[src/rtl/seq_generator_if.sv]
// Handshake/bus bundle for the serial pattern generator: parallel load side in,
// serial bit stream and status out.
interface seq_generator_if #(
  parameter int N = 16
);
  logic [N-1:0] data_in;
  logic         load;
  logic         start;
  logic         hold;
  logic         repeat_en;
  logic         outp;
  logic         out_valid;
  logic         busy;
  logic         done;
  logic [7:0]   frame_cnt;

  modport master (
    output data_in, load, start, hold, repeat_en,
    input  outp, out_valid, busy, done, frame_cnt
  );

  modport slave (
    input  data_in, load, start, hold, repeat_en,
    output outp, out_valid, busy, done, frame_cnt
  );
endinterface

[src/rtl/seq_generator.sv]
// Parallel-in/serial-out pattern generator: emits a double-buffered N-bit word MSB-first,
// with stall, seamless repeat frames and a modulo-256 completed-frame counter.
module seq_generator #(
  parameter int   N          = 16,
  parameter int   CW         = 4,
  parameter logic IDLE_LEVEL = 1'b0
) (
  input  logic             clk,
  input  logic             rst,
  seq_generator_if.slave   bus
);

  typedef enum logic [1:0] {
    S_IDLE  = 2'd0,
    S_SHIFT = 2'd1,
    S_DONE  = 2'd2
  } state_t;

  localparam logic [CW-1:0] LAST_IDX = CW'(N - 1);

  state_t       r_state;
  state_t       w_next_state;

  logic [N-1:0] r_shadow;
  logic [N-1:0] r_shift;
  logic [CW-1:0] r_cnt;
  logic         r_outp;
  logic         r_valid;
  logic [7:0]   r_frame_cnt;

  logic [N-1:0] w_shift_nxt;
  logic [CW-1:0] w_cnt_nxt;
  logic         w_outp_nxt;
  logic         w_valid_nxt;
  logic [7:0]   w_frame_cnt_nxt;
  logic         w_last;
  logic         w_advance;

  assign w_last    = (r_cnt == '0);
  assign w_advance = (r_state == S_SHIFT) && !bus.hold;

  // State register
  // NOTE: clocked state uses non-blocking (<=) so every flop samples pre-edge values.
  always_ff @(posedge clk or negedge rst) begin
    if (!rst) begin
      r_state <= S_IDLE;
    end else begin
      r_state <= w_next_state;
    end
  end

  // Next-state logic
  // NOTE: a default assignment first in every combinational block prevents latch inference.
  always_comb begin
    w_next_state = r_state;
    unique case (r_state)
      S_IDLE:  if (bus.start) w_next_state = S_SHIFT;
      S_SHIFT: if (w_advance && w_last && !bus.repeat_en) w_next_state = S_DONE;
      S_DONE:  w_next_state = S_IDLE;
      default: w_next_state = S_IDLE;
    endcase
  end

  // Datapath next values; frame reloads always read the shadow as it stood before this edge.
  always_comb begin
    w_shift_nxt     = r_shift;
    w_cnt_nxt       = r_cnt;
    w_outp_nxt      = r_outp;
    w_valid_nxt     = 1'b0;
    w_frame_cnt_nxt = r_frame_cnt;
    unique case (r_state)
      S_IDLE: begin
        w_outp_nxt = IDLE_LEVEL;
        if (bus.start) begin
          w_outp_nxt  = r_shadow[N-1];
          w_shift_nxt = r_shadow << 1;
          w_cnt_nxt   = LAST_IDX;
          w_valid_nxt = 1'b1;
        end
      end
      S_SHIFT: begin
        if (w_advance && !w_last) begin
          w_outp_nxt  = r_shift[N-1];
          w_shift_nxt = r_shift << 1;
          w_cnt_nxt   = r_cnt - 1'b1;
          w_valid_nxt = 1'b1;
        end else if (w_advance) begin
          w_frame_cnt_nxt = r_frame_cnt + 8'd1;
          if (bus.repeat_en) begin
            w_outp_nxt  = r_shadow[N-1];
            w_shift_nxt = r_shadow << 1;
            w_cnt_nxt   = LAST_IDX;
            w_valid_nxt = 1'b1;
          end else begin
            w_outp_nxt = IDLE_LEVEL;
          end
        end
      end
      default: w_outp_nxt = IDLE_LEVEL;
    endcase
  end

  always_ff @(posedge clk or negedge rst) begin
    if (!rst) begin
      r_shadow    <= '0;
      r_shift     <= '0;
      r_cnt       <= '0;
      r_outp      <= IDLE_LEVEL;
      r_valid     <= 1'b0;
      r_frame_cnt <= 8'd0;
    end else begin
      if (bus.load) r_shadow <= bus.data_in;
      r_shift     <= w_shift_nxt;
      r_cnt       <= w_cnt_nxt;
      r_outp      <= w_outp_nxt;
      r_valid     <= w_valid_nxt;
      r_frame_cnt <= w_frame_cnt_nxt;
    end
  end

  // Outputs: busy/done decode the registered state, so they are glitch-free flop outputs.
  always_comb begin
    bus.outp      = r_outp;
    bus.out_valid = r_valid;
    bus.busy      = (r_state == S_SHIFT);
    bus.done      = (r_state == S_DONE);
    bus.frame_cnt = r_frame_cnt;
  end

endmodule

[src/flat_wrapper.sv]
// flat-port wrapper written by rule: the top's interface ports become plain ports
module seq_generator_flat 
#(
  parameter int   N          = 16,
  parameter int   CW         = 4,
  parameter logic IDLE_LEVEL = 1'b0
)
  (clk, rst, bus_data_in, bus_load, bus_start, bus_hold, bus_repeat_en, bus_outp, bus_out_valid, bus_busy, bus_done, bus_frame_cnt);
  seq_generator_if #(.N(N)) bus_i ();
  input  logic clk;
  input  logic rst;
  input wire logic [$bits(bus_i.data_in)-1:0] bus_data_in;
  input wire logic [$bits(bus_i.load)-1:0] bus_load;
  input wire logic [$bits(bus_i.start)-1:0] bus_start;
  input wire logic [$bits(bus_i.hold)-1:0] bus_hold;
  input wire logic [$bits(bus_i.repeat_en)-1:0] bus_repeat_en;
  output wire logic [$bits(bus_i.outp)-1:0] bus_outp;
  output wire logic [$bits(bus_i.out_valid)-1:0] bus_out_valid;
  output wire logic [$bits(bus_i.busy)-1:0] bus_busy;
  output wire logic [$bits(bus_i.done)-1:0] bus_done;
  output wire logic [$bits(bus_i.frame_cnt)-1:0] bus_frame_cnt;
  assign bus_i.data_in = bus_data_in;
  assign bus_i.load = bus_load;
  assign bus_i.start = bus_start;
  assign bus_i.hold = bus_hold;
  assign bus_i.repeat_en = bus_repeat_en;
  assign bus_outp = bus_i.outp;
  assign bus_out_valid = bus_i.out_valid;
  assign bus_busy = bus_i.busy;
  assign bus_done = bus_i.done;
  assign bus_frame_cnt = bus_i.frame_cnt;
  seq_generator #(.N(N), .CW(CW), .IDLE_LEVEL(IDLE_LEVEL)) u_core (.clk(clk), .rst(rst), .bus(bus_i));
endmodule
[config.mk]
export PLATFORM = sky130hd
export DESIGN_NAME = seq_generator_flat
export DESIGN_NICKNAME = d
export VERILOG_FILES = /design/src/rtl/seq_generator_if.sv /design/src/rtl/seq_generator.sv /design/src/flat_wrapper.sv
export SDC_FILE = /design/constraint.sdc
export NUM_CORES = 1
export LEC_CHECK = 0
export ABC_CLOCK_PERIOD_IN_PS = 2100
export CAP_MARGIN = 15
export CORE_ASPECT_RATIO = 0.9
export CORE_MARGIN = 2
export CORE_UTILIZATION = 55
export CTS_BUF_LIST = sky130_fd_sc_hd__clkbuf_8
export CTS_CLUSTER_DIAMETER = 100
export DETAILED_ROUTE_END_ITERATION = 6
export PLACE_DENSITY = 0.93
export SKIP_LAST_GASP = 1
export SYNTH_ARGS = -nofsm -noshare
export SYNTH_HDL_FRONTEND = slang
export SYNTH_SLANG_ARGS = --single-unit
[constraint.sdc]
create_clock -name clk -period 2.1 [get_ports clk]
set_input_delay 0.21 -clock clk [delete_from_list [all_inputs] [get_ports clk]]
set_output_delay 0.21 -clock clk [all_outputs]
set_load 0.02 [all_outputs]
==> results of run 1 <==
sequential cells by signal, summed over array words and instances (netlist names):
register and cells:
u_core.bus.frame_cnt 8, u_core.bus.out_valid 1, u_core.bus.outp 1, u_core.r_cnt 4, u_core.r_shadow 16, u_core.r_shift 15
u_core.r_state 2
logic make-up (layout without fill, tap and decap cells):
family | after synthesis | in the layout
AO/OA/AOI/OAI | 56 | 56
adder cells (fa/ha/maj) | 2 | 2
multiplexers | 18 | 18
XOR/XNOR | 7 | 7
flip-flops | 47 | 47
buffers and inverters | 21 | 56
AND/OR/NAND/NOR | 41 | 41
layer usage:
metal / vias up / wire [microns] / track usage [%]
li1: 788 / - / -
met3: 11 / 330 / 3.63
met1: 841 / 2010 / 31.3
met2: 69 / 2430 / 37.5
met4: 0 / 85 / 11.1
met5: - / 0 / 0
power groups by stage:
stage / combinational (mW) / clock (mW) / sequential, mW
5_1_grt: 0.751 / 0.818 / 1.30
4_1_cts: 0.676 / 0.781 / 1.28
3_3_place_gp: 0.635 / 0 / 1.27
3_5_place_dp: 0.673 / 0 / 1.29
6_report: 0.677 / 0.771 / 1.28
2_1_floorplan: 0.421 / 0 / 1.27
final cells by class:
type | count | area [sq um]
fillers | 259 | 1040
clock inverters | 3 | 63.8
multi-input cells | 124 | 928
inverters | 4 | 15.0
well taps | 46 | 57.6
repair buffers | 44 | 410
flip-flops and latches | 47 | 1180
clock buffers | 5 | 68.8
layout by cell type (no fill, tap or decap), types with 2 or more instances in the layout:
master	Yosys	layout
a211oi_1	15	15
a31oi_1	15	15
buf_4	2	10
bufinv_16	0	2
clkbuf_8	0	5
clkdlybuf4s50_1	0	32
dfrtp_1	47	47
ha_1	2	2
inv_1	3	4
mux2_2	16	16
nand2_1	3	3
nand3_1	17	17
nand4_1	3	3
nor2_1	3	3
nor2b_1	2	2
nor3b_2	2	2
nor4_2	2	2
o21ai_0	19	19
xnor2_1	4	4
xor2_1	3	3
repair_timing:
item	CTS	global route
setup endpoints to repair	0	2
gates resized for setup	0	1
setup buffers	0	0
hold buffers	1	0
hold endpoints to repair	20	0
worst register-to-register path, cell delays in order, from the launching register on:
cell and delay (ns):
dfrtp_1 0.40, inv_1 0.08, ha_1 0.22, or4b_1 0.56, a21oi_4 0.20, inv_2 0.16, a31oi_1 0.22
metrics by stage:
step / worst slack [ns] / util, %
after floorplan: 0.351 / -
after global placement: 0.173 / 68.5
after detailed placement: 0.116 / 68.5
after CTS: 0.0471 / 72.3
after global routing: 0.0330 / 72.4
final: 0.166 / 72.4
worst max-delay path by stage:
| stage | start | endpoint | slack, ns |
|---|---|---|---|
| final | u_core.r_cnt[0] | u_core.r_shift[7] | 0.17 |
| after global routing | u_core.r_cnt[0] | u_core.r_shift[7] | 0.03 |
| after CTS | u_core.r_cnt[0] | u_core.bus.frame_cnt[7] | 0.05 |
| after detailed placement | bus_repeat_en | u_core.r_shift[10] | 0.12 |
| after global placement | bus_repeat_en | u_core.r_shift[3] | 0.17 |
| after floorplan | u_core.r_cnt[0] | u_core.r_shift[12] | 0.35 |
==> impl_results.md, run 1 <==
- Asr flop ratio synth: 100%
- Vias in the first global route: 1638
- Drt drc: 0
- First-pass GRT wire length: 8.06 mm
- DR iter-0 viols: 129
- YS warnings: 0
- Setup violations, final: 0
- Final wirelength: 4.85 mm
- Max Root-Sink Buffers: 2
- Synth top area share: 53.7%
- #FFs+latches synth: 47
- Top cells by area, synth: dfrtp_1 (54%), mux2_2 (8.2%), a211oi_1 (5.1%)
- Switch Pwr: 0.816 mW
- CTS Sinks: 47
- GRT Total Usage: 23.4%
- Share of cells above drive strength 1: 18.9%
- Adder-cell share of the synthesized area: 1.14%
- Min Tclk post-route: 1.93 ns
- R2R Path Start: u_core.r_cnt[0]
- Tcrit/Tclk final: 92.1%
- Worst path depth: 6
- Most used DFF post-synth: dfrtp_1
- Top-level I/O count: 34
- Port Buf Inserts: 33
- Register clock-pin slew on the reported worst setup and hold paths: 0.08 ns
- GPL Wtd Cong: 0.808
- Initial core utilization: 58.3%
- Total negative setup slack: 0 ns
- Max-slew headroom: 61.2%
- Antenna-violating nets left: 0
- Fin Hold WS: 0.502 ns
- Max_cap viols: 0
- Outcome: finished, final reports clean
- Synthesized net count: 216
- Critical path cell sequence: inv_1, ha_1, or4b_1, a21oi_4, inv_2, a31oi_1
- Seq pwr share: 46.9%
- Synth Area in Compound Gates: 16.9%
- Internal power: 1.91 mW
- Worst hold stages: 2
- FMAX: 517 MHz
- Worst-Margin Slew: 0.582 ns
- Hold WC Path Type: in -> reg
- GRT overflow: 0
- Mux contribution to synthesized area: 9.20%
- Num CTS Buffers: 5
- Synthesized instance count: 192
- Placed Area: 2570 sq um
- Design Power: 2.73 mW
- Family with the most delay on the worst path: simple AND/OR/NAND/NOR gates
- Critical-path top delay cell: or4b_1
- Hold endpoint: u_core.r_state[1]
- Ant. Diodes: 0
- Core footprint: 3760 sq um
- Die Height: 63.9 microns
- Number of H-tree levels: 2
- Crit Path Class: reg -> reg
- RSZ-0062 raised after global routing: no
- Reg2reg path depth: 6
- Clock share of power: 28.3%
- Clk_lat worst skew: 0.31 ns
- Combinational Power Share: 24.8%
- Post-synthesis sequential area ratio: 53.7%
- Worst vdd ir: 0.000564 V
- Post-DR wirelength/cell: 17.8 microns
- Reg2Reg Capture Point: u_core.r_shift[7]
- Commonest cells post-synth: dfrtp_1 (47), o21ai_0 (19), nand3_1 (17)
- Leak: 1.10 nW
- Critical Path AT: 2.15 ns
- Vias: 1709
- CP startpoint kind: flop
- Largest area contributor in the netlist: dfrtp_1
- Final Max Tran Viols: 0
- Placed cell count: 264
- Fin area: 2720 sq um
- Non-filler instance count after layout: 273
- CP max stage delay: 0.56 ns
- CTS root buf: clkbuf_8
- Vias per Instance: 6.26
- Critical path capture point type: flop
- Syn-to-layout area delta: 24.2%
- Syn_area_per_cell: 11.4 sq um
- Post-synth EDFFs: 0
- CP Max Fanout: 16
- Post-Syn Area: 2190 sq um
- Most common cell in the netlist: dfrtp_1
- Clock Skew: 0.0103 ns
- CTS tree: done
- CP bufs+invs: 2
- Pwr dens: 1000 nW/um^2
- DRT Pass-1 Iters: 4
- # nets final: 250
- Rows: 21
- Antenna violations before repair: 0
- Synth unique cells: 39
- R2r setup slk: 0.17 ns
- Pin count of the biggest net entering global routing: 48
- Die area: 4500 sq um
- CP required: 2.31 ns
- Dpl hpwl: 3.17 mm
- Largest family of logic cells by synthesized area: compound AO/OA/AOI/OAI gates
- Final hold viol count: 0
- Synth Area in Simple Gates: 11.8%
- XOR/XNOR share of the synthesized area: 2.80%
- Switch share: 29.9%
- Hold path startpoint: bus_repeat_en
- Die W: 70.5 microns
Note: power is estimated with default switching activity, not from simulation.
==> run 2, diff against run 1 <==
- ABC_CLOCK_PERIOD_IN_PS: 2100 -> 2009
- clock period: 2.1 -> 2.01 ns (I/O delays scaled with it)
==> run 2 against run 1 <==
Net effect:
- global-route usage fell by 0.090 points
- routed wire length fell by 1.6%
- flip-flop and latch count did not move
- critical path depth did not move
- combinational power rose by 7.1%
- critical endpoint is now u_core.r_shift[4]
- via count rose by 0.70%
- core utilization rose by 0.27 points
- critical path type unchanged
- power fell by 1.9%
- largest power group unchanged
- sequential power rose by 4%
- clock-buffer cell count rose by 2
==> impl_results.md, run 2 (same netlist as run 1, synthesis figures left out) <==
- Outcome: finished, final reports clean (unchanged)
- Port Buf Inserts: 33 (unchanged)
- Share of cells above drive strength 1: 20.4% (was 18.9%)
- Min Tclk post-route: 1.87 ns (was 1.93 ns)
- Pin count of the biggest net entering global routing: 30 (was 48)
- First-pass GRT wire length: 8.17 mm (was 8.06 mm)
- Antenna-violating nets left: 0 (unchanged)
- Family with the most delay on the worst path: simple AND/OR/NAND/NOR gates (unchanged)
- Tcrit/Tclk final: 93.2% (was 92.1%)
- Combinational Power Share: 27.1% (was 24.8%)
- # nets final: 253 (was 250)
- Drt drc: 0 (unchanged)
- Critical path cell sequence: inv_1, ha_1, or4b_4, buf_4, a211oi_1, a31oi_1 (was inv_1, ha_1, or4b_1, a21oi_4, inv_2, a31oi_1)
- CTS root buf: clkbuf_8 (unchanged)
- Most frequent cells in the layout: dfrtp_1 (47), clkdlybuf4s50_1 (32), o21ai_0 (19) (unchanged)
- CTS Sinks: 47 (unchanged)
- Initial core utilization: 58.3% (unchanged)
- Worst-Margin Slew: 0.533 ns (was 0.582 ns)
- CP max stage delay: 0.53 ns (was 0.56 ns)
- Pwr dens: 980 nW/um^2 (was 1000 nW/um^2)
- Clock share of power: 23.2% (was 28.3%)
- Die area: 4500 sq um (unchanged)
- Design Power: 2.68 mW (was 2.73 mW)
- Placed cell count: 267 (was 264)
- Final Util: 72.7% (was 72.4%)
- Vias: 1721 (was 1709)
- Top-level I/O count: 34 (unchanged)
- Crit Path Class: reg -> reg (unchanged)
- Register clock-pin slew on the reported worst setup and hold paths: 0.09 ns (was 0.08 ns)
- CP required: 2.19 ns (was 2.31 ns)
- Pre-CTS setup slack: 0.0193 ns (was 0.116 ns)
- Ant. Diodes: 0 (unchanged)
- Critical path capture point type: flop (unchanged)
- Final wirelength: 4.78 mm (was 4.85 mm)
- Max_cap viols: 0 (unchanged)
- Switch share: 31.7% (was 29.9%)
- RSZ-0062 raised after global routing: no (unchanged)
- Setup violations, final: 0 (unchanged)
- Syn-to-layout area delta: 24.7% (was 24.2%)
- Post-DR wirelength/cell: 17.3 microns (was 17.8 microns)
- GRT overflow: 0 (unchanged)
- Seq pwr share: 49.7% (was 46.9%)
- Max-slew headroom: 64.4% (was 61.2%)
- Core footprint: 3760 sq um (unchanged)
- Reg2reg path depth: 6 (unchanged)
- DR iter-0 viols: 160 (was 129)
- Number of flip-flops in the largest register: 16 (unchanged)
- Internal power: 1.83 mW (was 1.91 mW)
- Hold WC Path Type: in -> async (was in -> reg)
- Rows: 21 (unchanged)
- GRT Total Usage: 23.3% (was 23.4%)
- Num CTS Buffers: 5 (unchanged)
- Clk_lat worst skew: 0.30 ns (was 0.31 ns)
- CTS tree: done (unchanged)
- Leak: 1.10 nW (about the same)
- CP startpoint kind: flop (unchanged)
- Die W: 70.5 microns (unchanged)
- Critical-path top delay cell: or4b_4 (was or4b_1)
- Die Height: 63.9 microns (unchanged)
- Vias per Instance: 6.24 (was 6.26)
- Max Root-Sink Buffers: 2 (unchanged)
- Worst vdd ir: 0.000586 V (was 0.000564 V)
- Antenna violations before repair: 0 (unchanged)
- Most flops, register: u_core.r_shadow (unchanged)
- Total negative setup slack: 0 ns (unchanged)
- Final Max Tran Viols: 0 (unchanged)
- Clock Skew: 0.0103 ns (about the same)
- Filler cell count: 268 (was 259)
- Vias in the first global route: 1729 (was 1638)
- Commonest non-fill, non-tap cell in the layout: dfrtp_1 (unchanged)
- Non-filler instance count after layout: 276 (was 273)
- Setup slack after layout: 0.136 ns (was 0.166 ns)
- FMAX: 534 MHz (was 517 MHz)
- CP bufs+invs: 2 (unchanged)
- Critical Path AT: 2.06 ns (was 2.15 ns)
- DRT Pass-1 Iters: 5 (was 4)
- Final hold viol count: 0 (unchanged)
- Worst path depth: 6 (unchanged)
- Number of H-tree levels: 2 (unchanged)
- Switch Pwr: 0.849 mW (was 0.816 mW)
- GPL Wtd Cong: 0.819 (was 0.808)
- Dpl hpwl: 3.29 mm (was 3.17 mm)
- CP Max Fanout: 8 (was 16)
run 2: repair_timing:
action                                  CTS  global route
hold buffers                              1             0
buffers inserted                          0             0
hold endpoints to repair                 22             0
gates resized for setup                   0             3
endpoints found under the setup margin    0            15
run 2: final cells by class:
cell class	instances	area, sq um	share of cell area (%)
Clock buffer	7	96.3	3.53
Clock inverter	1	7.51	0.275
Inverter	4	17.5	0.642
Multi-Input combinational cell	124	930	34.1
Sequential cell	47	1180	43.1
Tap cell	46	57.6	2.11
Timing Repair Buffer	47	445	16.3
run 2: power by group through the flow:
stage	logic (mW)	registers (mW)	clock network (mW)
after global placement	0.673	1.33	0
after detailed placement	0.714	1.34	0
after floorplan	0.440	1.33	0
final	0.725	1.33	0.621
after global routing	0.802	1.35	0.684
after CTS	0.723	1.33	0.634
run 2: per-layer routing:
| layer | GRT usage [%] | part of all wire [%] | wire length (microns) | up-vias |
|---|---|---|---|---|
| li1 | - | - | - | 792 |
| met2 | 36.0 | 49 | 2350 | 71 |
| met4 | 12.7 | 3.1 | 148 | 0 |
| met1 | 30.5 | 41 | 1970 | 842 |
| met5 | 0 | 0 | 0 | - |
| met3 | 5.36 | 6.4 | 305 | 16 |
run 2: final timing paths:
path / to / startpoint / slack, ns
max: u_core.r_shift[4] / u_core.r_cnt[0] / 0.14
min reg2reg: u_core.bus.frame_cnt[7] / u_core.bus.frame_cnt[7] / 0.49
min in group clk: u_core.bus.frame_cnt[7] / u_core.bus.frame_cnt[7] / 0.49
max reg2reg: u_core.r_shift[4] / u_core.r_cnt[0] / 0.14
min: u_core.r_shadow[5] / rst / 0.42
max in group asynchronous: u_core.r_shift[15] / rst / 1.07
run 2: worst register-to-register path, cell delays in order (launching register included):
cell and delay, ns:
dfrtp_1 0.41, inv_1 0.07, ha_1 0.23, or4b_4 0.53, buf_4 0.19, a211oi_1 0.26, a31oi_1 0.08
run 2: metrics by stage:
step                area (sq um)  hold slack, ns
finish                      2730           0.418
global route                2730           0.441
detailed placement          2610           0.208
floorplan                   2190         -0.0946
global placement            2610           0.200
CTS                         2720           0.413
